--- config.mk ---
export PLATFORM = sky130hd
export DESIGN_NAME = seq_divider
export DESIGN_NICKNAME = d
export VERILOG_FILES = /design/src/rtl/seq_divider.sv
export SDC_FILE = /design/constraint.sdc
export NUM_CORES = 1
export LEC_CHECK = 0
export BUFFER_PORTS_ARGS = -buffer_cell sky130_fd_sc_hd__buf_2
export CAP_MARGIN = 15
export CELL_PAD_IN_SITES_DETAIL_PLACEMENT = 1
export CELL_PAD_IN_SITES_GLOBAL_PLACEMENT = 2
export CORE_MARGIN = 2
export CORE_UTILIZATION = 34
export DETAILED_ROUTE_END_ITERATION = 7
export GPL_TIMING_DRIVEN = 0
export PLACE_DENSITY_LB_ADDON = 0.12
export SYNTH_ARGS = -nofsm -noshare
export SYNTH_HDL_FRONTEND = slang
export SYNTH_SLANG_ARGS = --single-unit
--- constraint.sdc ---
create_clock -name clk -period 2 [get_ports clk]
set_clock_uncertainty 0.05 [all_clocks]
set_input_delay 0.4 -clock clk [delete_from_list [all_inputs] [get_ports clk]]
set_output_delay 0.4 -clock clk [all_outputs]
set_load 0.01 [all_outputs]
--- src/rtl/seq_divider.sv ---
`default_nettype none
// ============================================================================
//  Module   : seq_divider
//  Purpose  : Sequential restoring divider. Produces the unsigned quotient and
//             remainder of two WIDTH-bit operands, one quotient bit per clock,
//             behind a start/busy/done handshake.
//  Revision : 1.0 - initial release
// ============================================================================
module seq_divider #(
    parameter int WIDTH = 4
) (
    input  logic             clk,
    input  logic             reset,
    input  logic             start,
    input  logic [WIDTH-1:0] dividend,
    input  logic [WIDTH-1:0] divisor,
    output logic             busy,
    output logic             done,
    output logic [WIDTH-1:0] quotient,
    output logic [WIDTH-1:0] remainder,
    output logic             div_by_zero
);

    localparam int CNT_W = (WIDTH > 2) ? $clog2(WIDTH) : 1;

    typedef enum logic [1:0] {
        ST_IDLE = 2'd0,
        ST_RUN  = 2'd1,
        ST_DONE = 2'd2
    } state_t;

    state_t             state;
    logic [CNT_W-1:0]   count;
    // Partial remainder. After each restoring step it is strictly below the
    // divisor, so WIDTH bits suffice; the extra bit only exists transiently in
    // the shifted value below.
    logic [WIDTH-1:0]   part_rem;
    logic [WIDTH-1:0]   shift_q;
    logic [WIDTH-1:0]   div_reg;

    logic [WIDTH:0]     shifted;
    logic [WIDTH-1:0]   diff;
    logic               fits;
    logic [WIDTH-1:0]   rem_next;
    logic [WIDTH-1:0]   q_next;

    // One restoring step: shift in the next dividend bit, subtract if it fits.
    // The difference is exact modulo 2^WIDTH because it is only used when the
    // true result is below the divisor.
    always_comb begin
        shifted  = {part_rem, shift_q[WIDTH-1]};
        fits     = (shifted >= {1'b0, div_reg});
        diff     = shifted[WIDTH-1:0] - div_reg;
        rem_next = fits ? diff : shifted[WIDTH-1:0];
        q_next   = {shift_q[WIDTH-2:0], fits};
    end

    // Control FSM with registered handshake and result outputs.
    always_ff @(posedge clk or negedge reset) begin
        if (!reset) begin
            state       <= ST_IDLE;
            count       <= '0;
            part_rem    <= '0;
            shift_q     <= '0;
            div_reg     <= '0;
            busy        <= 1'b0;
            done        <= 1'b0;
            quotient    <= '0;
            remainder   <= '0;
            div_by_zero <= 1'b0;
        end else begin
            done <= 1'b0;
            case (state)
                ST_IDLE, ST_DONE: begin
                    state <= ST_IDLE;
                    busy  <= 1'b0;
                    if (start) begin
                        if (divisor != '0) begin
                            state    <= ST_RUN;
                            busy     <= 1'b1;
                            count    <= CNT_W'(WIDTH - 1);
                            part_rem <= '0;
                            shift_q  <= dividend;
                            div_reg  <= divisor;
                        end else begin
                            // Divide by zero resolves immediately without RUN.
                            state       <= ST_DONE;
                            done        <= 1'b1;
                            quotient    <= '1;
                            remainder   <= dividend;
                            div_by_zero <= 1'b1;
                        end
                    end
                end
                ST_RUN: begin
                    part_rem <= rem_next;
                    shift_q  <= q_next;
                    if (count == '0) begin
                        state       <= ST_DONE;
                        busy        <= 1'b0;
                        done        <= 1'b1;
                        quotient    <= q_next;
                        remainder   <= rem_next;
                        div_by_zero <= 1'b0;
                    end else begin
                        count <= count - 1'b1;
                    end
                end
                default: begin
                    state <= ST_IDLE;
                    busy  <= 1'b0;
                end
            endcase
        end
    end

endmodule
`default_nettype wire

==> results of run 1 <==
kinds of logic after synthesis:
kind of cell	count (synthesis)	share of synthesized area, %
adder cells (fa/ha/maj)	6	6.35
AND/OR/NAND/NOR	46	18.8
AO/OA/AOI/OAI	31	14.5
buffers and inverters	10	3.75
multiplexers	5	3.94
XOR/XNOR	1	0.673
flip-flops	27	51.9
worst max-delay path, stage by stage, from the launching register on:
cell,delay [ns]
dfrtp_1,0.36
inv_1,0.06
ha_1,0.31
and4_4,0.21
or3_4,0.35
nor3_1,0.20
o21a_1,0.18
o22a_1,0.14
worst paths after layout:
kind	startpoint	end	slack, ns	cells past startpoint
setup / recovery	shift_q[3]$_DFFE_PN0P_	remainder[1]$_DFFE_PN0P_	0.08	7
hold / removal	reset	remainder[1]$_DFFE_PN0P_	0.09	1
setup reg to reg	shift_q[3]$_DFFE_PN0P_	remainder[1]$_DFFE_PN0P_	0.08	7
hold reg to reg	count[0]$_DFFE_PN0P_	count[0]$_DFFE_PN0P_	0.43	1
max in group asynchronous	reset	shift_q[3]$_DFFE_PN0P_	1.40	1
min in group clk	divisor[1]	div_reg[1]$_DFFE_PN0N_	0.31	3
layer usage:
layer  vias to the layer above  track usage, %  part of all wire, %
met5                         -               0                    0
met4                         0            4.69                  1.1
met3                         5            2.39                  2.8
met2                        13            26.3                   50
met1                       489            19.1                   46
li1                        492               -                    -
where the power goes:
group          internal [uW]  total [uW]  switching (uW)  leakage (uW)
clock network            139         306             167     0.0000255
logic                    764        1620             855      0.000394
registers                798         951             153      0.000311
metrics by stage:
| step | area [sq um] | utilization [%] |
|---|---|---|
| final | 1570 | 42.9 |
| after global routing | 1570 | 42.9 |
| after CTS | 1520 | 41.5 |
| after detailed placement | 1470 | 40.1 |
| after global placement | 1470 | 40.1 |
| after floorplan | 1300 | - |
final cells by class:
type / instances / area (sq um)
fill: 424 / 2090
clock inverter: 1 / 5.00
buffer: 3 / 22.5
inverter: 7 / 26.3
sequential: 27 / 676
multi-input combinational: 89 / 621
timing repair buffer: 23 / 120
tap: 48 / 60.1
clock buffer: 3 / 41.3
placed cells by master (no fill, tap or decap), types with 2 or more instances in the layout:
master / n
dfrtp_1: 27
buf_4: 3
ha_1: 3
o21a_1: 2
a21o_1: 4
o21ai_0: 6
a21oi_1: 12
inv_1: 7
clkbuf_8: 3
buf_2: 21
nand2_1: 16
o22a_1: 3
or3_4: 2
mux2i_1: 4
nor2_1: 11
ha_4: 2
nand3_1: 2
nor3_1: 3
repair_timing:
action                                  in CTS  in global routing
endpoints found under the setup margin       1                  9
gates resized for setup                      1                  6
hold endpoints to repair                     0                  0
gates cloned                                 0                  0
pin swaps                                    0                  3
buffers inserted                             0                  2
==> results.yml, run 1 <==
synth:
  synth_most_common_cell: "dfrtp_1"
  ys_top_cells_by_area: "dfrtp_1 (52%), ha_1 (4.8%), a21oi_1 (4.6%), nand2_1 (4.6%), nor2_1 (3.2%)"
  synth-seq-cells: 27
  seq_area_frac_synth_pct: 51.9
  syn_area_per_cell_sq_um: 10.3
  synth-edff-count: 0
  synth_top_area_cell: "dfrtp_1"
  ys.flop_type: "dfrtp_1"
  syn_area_sq_um: 1300
  synth_cell_types: 36
  synth.top_cells.by_count: "dfrtp_1 (27), nand2_1 (16), a21oi_1 (12)"
  syn_nets: 143
  netlist.area_leader.share_pct: 51.9
  synthCells: 126
  synth_warnings: 0
  async_reset_ff_share_pct: 100
cts:
  root_buffer: "clkbuf_8"
  cts_buffer_depth: 2
  cts.clk_slew.worst_paths_ns: 0.10
  cts_buffers: 3
  cts_tree: "built"
  cts_hold_buffers: 0
  htree_levels: 1
  clock_sinks: 27
  clk_latency_ns: 0.27
setup_path:
  cp_data_arrival_time_ns: 2.09
  criticalPathCategory: "reg -> reg"
  startpoint_type: "flip-flop"
  critPathCaptureType: "flip-flop"
  worstPathMaxFanout: 5
  worstPathRequired_ns: 2.17
timing:
  hold_violations: 0
  slew_violations: 0
  tns_ns: 0
  period_needed_ns: 1.92
  max_freq_ghz: 0.522
  fin_crit_sh_pct: 95.8
  fin_ws_ns: 0.0845
  relSlewSlack_pct: 58.2
  setup_viol: 0
  hold_slack_ns: 0.0887
  worst_pin_slew_ns: 0.627
  rsz0062_at_grt: "yes"
place:
  pre_cts_ws_ns: -0.0134
  place_congestion: 0.812
  dp_hpwl_um: 2320
  io_buffers: 21
  placedCellCount: 195
floorplan:
  core_area_sq_um: 3660
  die_w_um: 65.9
  start_util_pct: 35.5
  die_y_um: 65.9
  ios: 22
  dieArea_sq_um: 4340
  rows: 22
global_routing:
  grt_start_max_net_pins: 28
  grt_util_all_layers_pct: 15.1
  grt_pass1_wl_um: 4940
  antenna_found_initial: 0
  first_global_vias: 1108
  overflow: 0
drt:
  wl_per_cell_um: 14.5
  drc: 0
  via_per_inst: 4.97
  wirelength_um: 2920
  vias: 999
  drt-pass1-iter-count: 2
  antenna_left: 0
  drt_iter0_markers: 13
power:
  p_leak_uw: 0.000730
  totalPowerFinal_uw: 2880
  ir_worst_vdd_v: 0.000614
  power_density_nw_per_um2: 1830
flow_run:
  drv_cap: 0
worst_hold_path:
  hold_class: "in -> async"
layout:
  drive_gt1_share_pct: 27.5
  stdcell_count: 201
  n_antenna_cell: 0
  area_delta_synth_final_pct: 20.8
  nNetsFinal: 171
run_status:
  outcome: "finished, final reports clean"
Note: power is estimated with default switching activity, not from simulation.
==> run 2, diff against run 1 <==
--- a/config.mk
+++ b/config.mk
@@ -7,13 +7,12 @@
 export LEC_CHECK = 0
 export BUFFER_PORTS_ARGS = -buffer_cell sky130_fd_sc_hd__buf_2
 export CAP_MARGIN = 15
-export CELL_PAD_IN_SITES_DETAIL_PLACEMENT = 1
-export CELL_PAD_IN_SITES_GLOBAL_PLACEMENT = 2
 export CORE_MARGIN = 2
-export CORE_UTILIZATION = 34
+export CORE_UTILIZATION = 54
 export DETAILED_ROUTE_END_ITERATION = 7
 export GPL_TIMING_DRIVEN = 0
 export PLACE_DENSITY_LB_ADDON = 0.12
+export SETUP_SLACK_MARGIN = 0.4
 export SYNTH_ARGS = -nofsm -noshare
 export SYNTH_HDL_FRONTEND = slang
 export SYNTH_SLANG_ARGS = --single-unit
==> run 2 against run 1 <==
Sequential power grew 2%; clock-buffer cell count is the same; power grew 16%; die area shrank 35%; sequential cell count is the same; wire length shrank 0.21%; utilization grew 32 points; combinational power grew 32%; cell count shrank 4.5%; worst hold slack lost 0.079 ns; global-route usage grew 7.5 points; first-iteration DRC count grew 23%; critical path type unchanged; highest routed layer unchanged.
==> results.yml, run 2 (synthesis results as in run 1) <==
layout:
  drive_gt1_share_pct: 40.9
  n_antenna_cell: 0
  design_area_sq_um: 1700
  area_delta_synth_final_pct: 30.6
  multi_input_area_sq_um: 708
  final_common_cell: "dfrtp_1"
  register_area_sq_um: 677
  nNetsFinal: 182
  layout_common_cells: "dfrtp_1 (26), buf_2 (21), nand2_1 (16)"
  nFillCells: 157
power:
  ir_worst_vdd_v: 0.00116
  totalPowerFinal_uw: 3340
  p_leak_uw: 0.000789
  power_density_nw_per_um2: 1960
cts:
  cts.clk_slew.worst_paths_ns: 0.15
  cts_buffers: 3
  cts_tree: "built"
  cts_hold_buffers: 0
  root_buffer: "clkbuf_4"
  cts_buffer_depth: 2
  clock_sinks: 27
  clk_latency_ns: 0.32
  htree_levels: 1
timing:
  slew_violations: 0
  fin_crit_sh_pct: 96.2
  hold_slack_ns: 0.00951
  worst_pin_slew_ns: 0.591
  relSlewSlack_pct: 60.6
  max_freq_ghz: 0.520
  tns_ns: 0
  period_needed_ns: 1.92
  setup_viol: 0
  hold_violations: 0
  rsz0062_at_grt: "yes"
global_routing:
  grt_pass1_wl_um: 4490
  met1_usage_pct: 28.2
  grt_start_max_net_pins: 28
  overflow: 0
  use_met2_pct: 38.8
  antenna_found_initial: 0
  first_global_vias: 1044
  grt_util_met3_pct: 3.39
  busiest_layer: "met2"
  grt_util_all_layers_pct: 22.6
floorplan:
  die_w_um: 53.1
  die_y_um: 53.1
  ios: 22
  dieArea_sq_um: 2820
  core_area_sq_um: 2250
  rows: 17
  start_util_pct: 57.7
setup_path:
  endpoint: "remainder[0]$_DFFE_PN0P_"
  setup.worst_path.start: "div_reg[1]$_DFFE_PN0N_"
  r2r_cells: 8
  r2r_start: "div_reg[1]$_DFFE_PN0N_"
  critPathCaptureType: "flip-flop"
  cp_data_arrival_time_ns: 2.15
  r2r_end: "remainder[0]$_DFFE_PN0P_"
  worstPathMaxFanout: 4
  r2r_slack_ns: 0.08
  startpoint_type: "flip-flop"
  worstPathRequired_ns: 2.23
  criticalPathCategory: "reg -> reg"
flow_run:
  drv_cap: 0
drt:
  vias: 1058
  via_per_inst: 5.51
  wirelength_um: 2910
  drt_iter0_markers: 16
  wl_per_cell_um: 15.2
  antenna_left: 0
  drt-pass1-iter-count: 4
  drc: 0
place:
  dp_hpwl_um: 1880
  io_buffers: 21
  placedInstanceArea_sq_um: 1480
  place_congestion: 0.883
worst_hold_path:
  hold_class: "in -> async"
run_status:
  outcome: "finished, final reports clean"
## run 2: cell count changes in the layout (fill, tap and decap cells not counted), sizes merged
cell  delta
buf     +11
## run 2: how the worst min path moves through the flow
stage	startpoint	end	slack (ns)	depth (start not counted)
after global routing	reset	div_reg[1]$_DFFE_PN0N_	0.05	1
after CTS	reset	div_reg[1]$_DFFE_PN0N_	0.03	1
after global placement	reset	part_rem[3]$_DFFE_PN0P_	0.38	1
after detailed placement	reset	part_rem[3]$_DFFE_PN0P_	0.40	1
after floorplan	reset	busy$_DFFE_PN0N_	0.05	0
final	reset	remainder[0]$_DFFE_PN0P_	0.01	1
## run 2: final cells by class
type | instances | share of cell area [%]
repair buffers | 34 | 11.9
clock buffers | 3 | 1.33
clock inverters | 1 | 0.295
flip-flops and latches | 27 | 39.8
well taps | 28 | 2.06
inverters | 7 | 1.55
multi-input cells | 89 | 41.7
plain buffers | 3 | 1.33
## run 2: repair_timing
action,4_1_cts,5_1_grt
setup endpoints to repair,12,12
gates resized for setup,13,6
buffers inserted,8,5
pin swaps,16,5
gates cloned,0,0
## run 2: per-stage QoR
stage	setup slack, ns	utilization, %	std cells
after floorplan	0.271	-	126
after global placement	0.133	65.6	175
after detailed placement	0.114	65.6	175
after CTS	0.150	72.1	187
after global routing	0.0210	75.4	192
final	0.0764	75.4	192
## run 2: critical path, cell delays in order, from the launching register on
cell and delay (ns):
dfrtp_1 0.43, inv_2 0.08, ha_4 0.20, nor2b_4 0.13, o31a_1 0.34, buf_4 0.16
o21ai_1 0.16, and3_1 0.21, o22a_1 0.12
## run 2: metal layers
metal	vias up	share of wire [%]	routed length [um]
met5	-	0	0
met2	28	52	1530
li1	514	-	-
met1	512	43	1260
met3	4	3.6	105
met4	0	0.72	21
## run 2: power breakdown
group          internal [uW]  switching, uW  leakage (uW)
logic                   1060           1070      0.000462
registers                798            169      0.000310
clock network           74.9            158     0.0000177
total                   1940           1400      0.000789
